[config.mk]
export PLATFORM = sky130hd
export DESIGN_NAME = biphasemark_encode
export DESIGN_NICKNAME = d
export VERILOG_FILES = /design/src/rtl/biphasemark_encode.sv
export SDC_FILE = /design/constraint.sdc
export NUM_CORES = 1
export LEC_CHECK = 0
export CAP_MARGIN = 20
export CELL_PAD_IN_SITES_DETAIL_PLACEMENT = 0
export CELL_PAD_IN_SITES_GLOBAL_PLACEMENT = 1
export CORE_ASPECT_RATIO = 0.8
export CORE_MARGIN = 4
export CORE_UTILIZATION = 46
export CTS_CLUSTER_SIZE = 12
export DETAILED_ROUTE_END_ITERATION = 7
export MAX_ROUTING_LAYER = met4
export PLACE_DENSITY_LB_ADDON = 0.1
export SYNTH_ARGS = -nofsm -noshare
export SYNTH_HDL_FRONTEND = slang
export SYNTH_SLANG_ARGS = --single-unit
[constraint.sdc]
create_clock -name clk -period 5 [get_ports clk]
set_input_delay 0.5 -clock clk [delete_from_list [all_inputs] [get_ports clk]]
set_output_delay 0.5 -clock clk [all_outputs]
set_load 0.01 [all_outputs]
[src/rtl/biphasemark_encode.sv]
// biphasemark_encode: S/PDIF-style biphase-mark subframe serializer with Z/X/Y preamble and block tracking
module biphasemark_encode #(
  parameter int FRAMES_PER_BLOCK = 192
) (
  input  logic        clk,
  input  logic        rst,
  input  logic [3:0]  aux_in,
  input  logic [19:0] audio_in,
  input  logic        v_in,
  input  logic        u_in,
  input  logic        c_in,
  input  logic        pin_valid,
  output logic        pin_ready,
  output logic        dout,
  output logic        vout,
  output logic [7:0]  frame_counter,
  output logic        channel
);
  typedef enum logic [1:0] {IDLE, PREAMBLE, DATA} state_t;
  state_t      state, state_d;
  logic [5:0]  hc;
  logic [26:0] hold;
  logic        hold_full;
  logic [27:0] sr;
  logic        last_level;
  logic        pos_ch;
  logic [7:0]  pos_fc;
  logic [7:0]  pat;
  logic        last, accept, xfer, bit_d;
  assign pin_ready = !hold_full;
  assign accept = pin_valid && !hold_full;
  always_comb begin
    last = hc == 6'd63;
    xfer = hold_full && (state == IDLE || (state == DATA && last));
    pat = pos_ch ? 8'b11100100 : (pos_fc == 8'd0 ? 8'b11101000 : 8'b11100010);
    state_d = state == IDLE ? (hold_full ? PREAMBLE : IDLE) :
              state == PREAMBLE ? (hc == 6'd7 ? DATA : PREAMBLE) :
              (last ? (hold_full ? PREAMBLE : IDLE) : DATA);
    // data slots: forced transition at slot start, mid-slot transition only for a 1
    bit_d = state == PREAMBLE ? pat[~hc[2:0]] ^ last_level : (hc[0] ? dout ^ sr[0] : !dout);
  end
  always_ff @(posedge clk) begin
    if (rst) begin
      state <= IDLE;
      hc <= '0;
      hold <= '0;
      hold_full <= 1'b0;
      sr <= '0;
      last_level <= 1'b0;
      pos_ch <= 1'b0;
      pos_fc <= '0;
      dout <= 1'b0;
      vout <= 1'b0;
      frame_counter <= '0;
      channel <= 1'b0;
    end else begin
      state <= state_d;
      hold_full <= accept || (hold_full && !xfer);
      if (accept) hold <= {c_in, u_in, v_in, audio_in, aux_in};
      if (state == IDLE) begin
        vout <= 1'b0;
        channel <= 1'b0;
        frame_counter <= '0;
        hc <= '0;
      end else begin
        vout <= 1'b1;
        dout <= bit_d;
        channel <= pos_ch;
        frame_counter <= pos_fc;
        hc <= hc + 6'd1;
        if (state == DATA && hc[0]) sr <= sr >> 1;
        if (last) last_level <= bit_d;
      end
      if (xfer) sr <= {^hold, hold};
      // position advances only at a subframe boundary; an underrun restarts the block
      if (state == DATA && last) begin
        pos_ch <= hold_full && !pos_ch;
        pos_fc <= !hold_full ? 8'd0 :
                  pos_ch ? (pos_fc == 8'(FRAMES_PER_BLOCK - 1) ? 8'd0 : pos_fc + 8'd1) : pos_fc;
      end
    end
  end
endmodule

==> results of run 1 <==
-- cell type report --
cell class                      count  area (um^2)  share of cell area [%]
Multi-Input combinational cell    302         2003                   44.06
Clock buffer                       11        151.4                   3.330
Tap cell                          108        135.1                   2.972
Sequential cell                    85         1702                   37.42
Clock inverter                      5        82.58                   1.816
Inverter                            8        30.03                  0.6604
Timing Repair Buffer               45        442.9                   9.741
-- metal layers --
metal / part of all wire (%) / wire, um / track usage (%) / up-vias
li1: - / - / - / 1489
met1: 56 / 4236 / 23.40 / 1266
met2: 39 / 2940 / 21.36 / 52
met3: 4.5 / 344 / 4.832 / 6
met4: 1.2 / 93 / 4.615 / 0
met5: 0 / 0 / - / -
-- worst max path at each step --
stage | from | slack (ns) | depth (start not counted) | endpoint
3_5_place_dp | pin_valid | 2.68 | 4 | hold[3]
5_1_grt | hc[0] | 2.60 | 7 | sr[19]
6_report | hold_full | 2.76 | 2 | pin_ready
3_3_place_gp | pin_valid | 2.72 | 4 | hold[13]
4_1_cts | hold_full | 2.76 | 2 | pin_ready
2_1_floorplan | hc[0] | 3.11 | 7 | pos_fc[7]
-- metrics by stage --
| stage | cell area, um^2 | hold WS, ns | power, uW | util, % |
|---|---|---|---|---|
| floorplan | 3862 | 0.4612 | 978.4 | - |
| global placement | 4298 | 0.4702 | 1036 | 53.36 |
| detailed placement | 4298 | 0.4761 | 1040 | 53.36 |
| CTS | 4532 | 0.4891 | 1599 | 56.26 |
| global route | 4547 | 0.5084 | 1666 | 56.45 |
| finish | 4547 | 0.4853 | 1580 | 56.45 |
-- placed cells by master (no fill, tap or decap), types with 2 or more instances in the layout --
cell type         n
dfxtp_1          85
nand2_1          65
nor2_1           50
clkdlybuf4s50_1  40
a21oi_1          38
mux2i_1          27
a211oi_2         27
xnor2_1          27
clkbuf_8         11
and2_1           10
inv_1             8
o21ai_0           8
xor2_1            7
nand3_1           6
nor3_1            4
nand4b_1          3
ha_1              3
buf_4             3
nand4_1           2
o41ai_1           2
bufinv_16         2
clkinv_4          2
-- tightest hold or removal path, stage by stage, from the launching register on --
cell and delay [ns]:
dfxtp_1 0.34, nand2_1 0.06, a21oi_1 0.05
-- power by group through the flow --
stage | clock network [uW] | logic, uW | registers (uW)
6_report | 555 | 262 | 763
5_1_grt | 607 | 288 | 770
4_1_cts | 574 | 262 | 763
3_5_place_dp | 0 | 261 | 779
2_1_floorplan | 0 | 212 | 766
3_3_place_gp | 0 | 258 | 778
-- flip-flops by register name (all words and copies together), names as in the netlist --
name / count
dout: 1
state: 2
sr: 28
hold_full: 1
last_level: 1
hc: 6
channel: 1
vout: 1
pos_fc: 8
frame_counter: 8
pos_ch: 1
hold: 27
-- cell families (layout without fill, tap and decap cells) --
group / Yosys count / in the layout / synth area share (%)
compound gates: 83 / 83 / 17.53
xor+xnor: 34 / 34 / 7.710
fa+ha+maj: 3 / 3 / 0.9719
buf+inv: 33 / 69 / 4.179
flops: 85 / 85 / 44.06
mux: 28 / 28 / 7.289
simple gates: 154 / 154 / 18.27
==> metrics.yaml, run 1 <==
timing:
  worstMarginPinSlew_ns: 0.9457
  max_freq_mhz: 446.8
  fin_tns_setup_ns: 0
  slew_viol_final: 0
  setup_ws_ns: 2.762
  max_slew_margin_pct: 36.80
  min_period_over_period_pct: 44.77
  post-route-min-period_ns: 2.238
  finClkSkew_ns: 0.008307
  rsz0062_at_grt: "false"
  hold_viol: 0
  setup_viol: 0
critical_path:
  crit_required_ns: 4.50
  cp_top_family: "buffers and inverters"
  reg2regPathDepth: 7
  rr_endpoint: "sr[16]"
  crit_type: "flop to output pin"
  worstPathBufferInverterCount: 2
  critPathSlowestCell: "dfxtp_1"
  worstReg2RegStart: "hc[0]"
  worst_setup_path_start_kind: "flop"
  cp_max_fo: 11
  crit_arrival_ns: 1.74
  rrSetupSlack_ns: 2.76
  crit_path_end_kind: "output pin"
  crit_path_max_incr_delay_ns: 0.60
  crit_chain: "inv_1 -> clkdlybuf4s50_1"
clocking:
  post_cts_buffers: 0
  cts_buffers: 9
  cts_max_level: 3
  numClockSinks: 85
  cts_root_buf: "clkbuf_8"
  cts-hold-fix-buffers: 0
  cts_tree: "done"
  ctsResizeCount: 0
  clkLatencyLatePin_ns: 0.35
  clk_transition_reported_paths_ns: 0.09
  clk_path_buf_depth: 2
place:
  post-place-ws_ns: 2.680
  dp_cells: 547
  port_buffers: 41
  place_hpwl_um: 5010
  routabilityCongestion: 0.7754
synth:
  ys.flop_type: "dfxtp_1"
  syn_inst: 420
  yosysSeqAreaShare_pct: 44.06
  synth_area_leader_cell: "dfxtp_1"
  avgSynthCellArea_um2: 9.196
  syn_area_um2: 3862
  yosys-top-cells-count: "85 x dfxtp_1, 65 x nand2_1, 50 x nor2_1"
  synth.most_common_cell: "dfxtp_1"
  synth-edff-count: 0
  synth_nets: 453
  synth_cell_types: 42
  synth_top_area_share_pct: 44.06
  synth_warnings: 0
  yosys-top-cells-area: "dfxtp_1 44%, a211oi_2 8.7%, mux2i_1 7.0%, nand2_1 6.3%, xnor2_1 6.1%"
  synth-async-reset-ratio_pct: 0
  ys_ff_latch: 85
hold_path:
  hold_path_end: "hold[2]"
  hp-start: "hold[2]"
  min-delay-path-class: "flop to flop"
  hold_depth: 2
power:
  pwr-share-seq_pct: 48.3
  intPower_uw: 1163
  power_density_nw_per_um2: 347.5
  p_clk_share_pct: 35.1
  max-vdd-ir-drop_uv: 136.7
  power_frac_comb_pct: 16.6
  p_leak_uw: 0.001820
  p_switching_uw: 417.2
  swShare_pct: 26.40
grt:
  overflow: 0
  antenna_found_initial: 0
  grt_pass1_wl_um: 12780
  grt_start_max_net_pins: 58
  grt_usage_pct: 16.09
  first_global_vias: 2602
cells_and_area:
  syn_to_final_growth_pct: 17.72
  fillers: 731
  finalNonFillerCells: 564
  drive_gt1_share_pct: 12.94
  diodes: 0
  nNetsFinal: 484
run_status:
  outcome: "completed"
routing:
  detail-route-antenna-nets: 0
  routedWlPerCell_um: 13.50
  drc: 0
  drt-vias-per-instance: 4.988
  wl_um: 7615
  first_pass_iters: 4
  drt_iter0_markers: 110
  num_vias: 2813
die:
  num_io_pins: 42
  dieHeight_um: 89.96
  die_area_um2: 9936
  die_w_um: 110.5
  core-area_um2: 8055
  num_rows: 29
  initial_core_util_pct: 47.95
run:
  cap_violations: 0
(Power assumes the default switching activity.)
==> run 2: changes to the inputs <==
- CORE_UTILIZATION: 46 -> 43
- clock period: 5 -> 2.2 ns (I/O delays scaled with it)
==> metrics.yaml, run 2 (synthesis results as in run 1) <==
critical_path:
  crit_arrival_ns: 2.24
  crit_path_end_kind: "flop"
  cp_max_fo: 5
  crit_path_max_incr_delay_ns: 0.39
  rrSetupSlack_ns: 0.16
  critPathSlowestCell: "dfxtp_1"
  rr_endpoint: "last_level"
  reg2regPathDepth: 8
  cp_top_family: "compound AO/OA/AOI/OAI gates"
  crit_start: "pos_fc[0]"
  worst_setup_path_start_kind: "flop"
  crit_type: "flop to flop"
  worstReg2RegStart: "pos_fc[0]"
  crit_chain: "inv_1 -> ha_1 -> nor4b_4 -> and3_1 -> o32ai_2 -> mux2_1 -> a21oi_1 -> nor2_1"
  crit_required_ns: 2.40
  worstPathBufferInverterCount: 1
place:
  port_buffers: 41
  routabilityCongestion: 0.8676
  place_hpwl_um: 5116
power:
  power_density_nw_per_um2: 841.0
  max-vdd-ir-drop_uv: 347.5
  p_leak_uw: 0.001910
  total_power_uw: 3972
clocking:
  clkLatencyLatePin_ns: 0.33
  cts_buffers: 9
  clk_transition_reported_paths_ns: 0.06
  cts_tree: "done"
  cts_max_level: 3
  cts_root_buf: "clkbuf_16"
  numClockSinks: 85
  clk_path_buf_depth: 2
  cts-hold-fix-buffers: 0
routing:
  top_layer: "met4"
  drc: 0
  routedWlPerCell_um: 13.64
  drt_iter0_markers: 112
  detail-route-antenna-nets: 0
  wl_um: 7845
  met1_length_um: 4070
  drt-vias-per-instance: 4.950
  first_pass_iters: 4
  wl_met3_um: 341
  dr_wl_met2_um: 3360
  num_vias: 2846
timing:
  setup_viol: 0
  max_slew_margin_pct: 67.32
  hold_viol: 0
  slew_viol_final: 0
  finClkSkew_ns: 0.007500
  rsz0062_at_grt: "false"
  worstMarginPinSlew_ns: 0.4857
  min_period_over_period_pct: 92.63
  fin_tns_setup_ns: 0
  max_freq_mhz: 490.7
  post-route-min-period_ns: 2.038
die:
  initial_core_util_pct: 44.74
  core-area_um2: 8633
  num_rows: 30
  dieHeight_um: 92.77
  die_area_um2: 10570
  num_io_pins: 42
  die_w_um: 114.0
cells_and_area:
  largest_reg_flops: 28
  drive_gt1_share_pct: 14.04
  syn_to_final_growth_pct: 22.29
  layout_common_cells: "85 x dfxtp_1, 65 x nand2_1, 50 x nor2_1"
  max_flop_register: "sr"
  utilization_pct: 54.71
  reg_top3: "sr (28), hold (27)"
  nNetsFinal: 491
  final_common_cell: "dfxtp_1"
  diodes: 0
grt:
  grt_start_max_net_pins: 68
  grt_usage_pct: 15.63
  overflow: 0
  grt_pass1_wl_um: 12970
  antenna_found_initial: 0
  first_global_vias: 2680
run:
  cap_violations: 0
hold_path:
  min-delay-path-class: "input port to flop"
  hp-start: "rst"
  hold_depth: 3
  hold_path_end: "hc[0]"
run_status:
  outcome: "completed"
## run 2: cell count changes in the layout (fill, tap and decap cells not counted), sizes merged
cell,previous run,this run
buf,5,12
clkinvlp,0,2
clkinv,3,1
## run 2: per-layer routing
layer	vias up	GRT usage, %
met4	0	5.440
met2	55	22.32
met1	1282	21.60
li1	1501	-
met5	-	-
met3	8	3.658
## run 2: timing repair
item,4_1_cts,5_1_grt
gates resized for setup,0,1
setup buffers,0,0
endpoints found under the setup margin,0,1
## run 2: how the worst max path moves through the flow
stage / to / slack, ns / depth (start not counted)
finish: last_level / 0.16 / 8
global route: last_level / 0.01 / 8
floorplan: pos_fc[7] / 0.31 / 7
global placement: last_level / 0.15 / 8
detailed placement: last_level / 0.08 / 8
CTS: last_level / 0.05 / 8
## run 2: layout make-up
type	count	area, um^2
fillers	835	3910
multi-input cells	302	2012
flip-flops and latches	85	1702
repair buffers	52	513.0
clock buffers	11	242.7
well taps	112	140.1
clock inverters	5	83.83
inverters	8	30.03
## run 2: per-stage QoR
stage                     cells  hold WS (ns)  area, um^2  setup slack (ns)
after CTS                   575        0.3398        4715           0.05385
final                       575        0.3523        4723            0.1622
after global placement      559        0.4730        4388            0.1544
after detailed placement    559        0.4785        4388           0.08029
after global routing        575        0.3602        4723           0.01396
after floorplan             420        0.3560        3862            0.3074
## run 2: report_power, final
| group | internal (uW) | total (uW) | switching (uW) | leakage, uW |
|---|---|---|---|---|
| registers | 1650 | 1730 | 76.3 | 0.000694 |
| clock network | 1030 | 1620 | 597 | 0.000152 |
| logic | 306 | 622 | 316 | 0.00106 |
| total | 2980 | 3970 | 989 | 0.00191 |
## run 2: worst register-to-register path, cell delays in order, from the launching register on
cell,delay [ns]
dfxtp_1,0.39
inv_1,0.13
ha_1,0.21
nor4b_4,0.14
and3_1,0.16
o32ai_2,0.31
mux2_1,0.36
a21oi_1,0.16
nor2_1,0.05
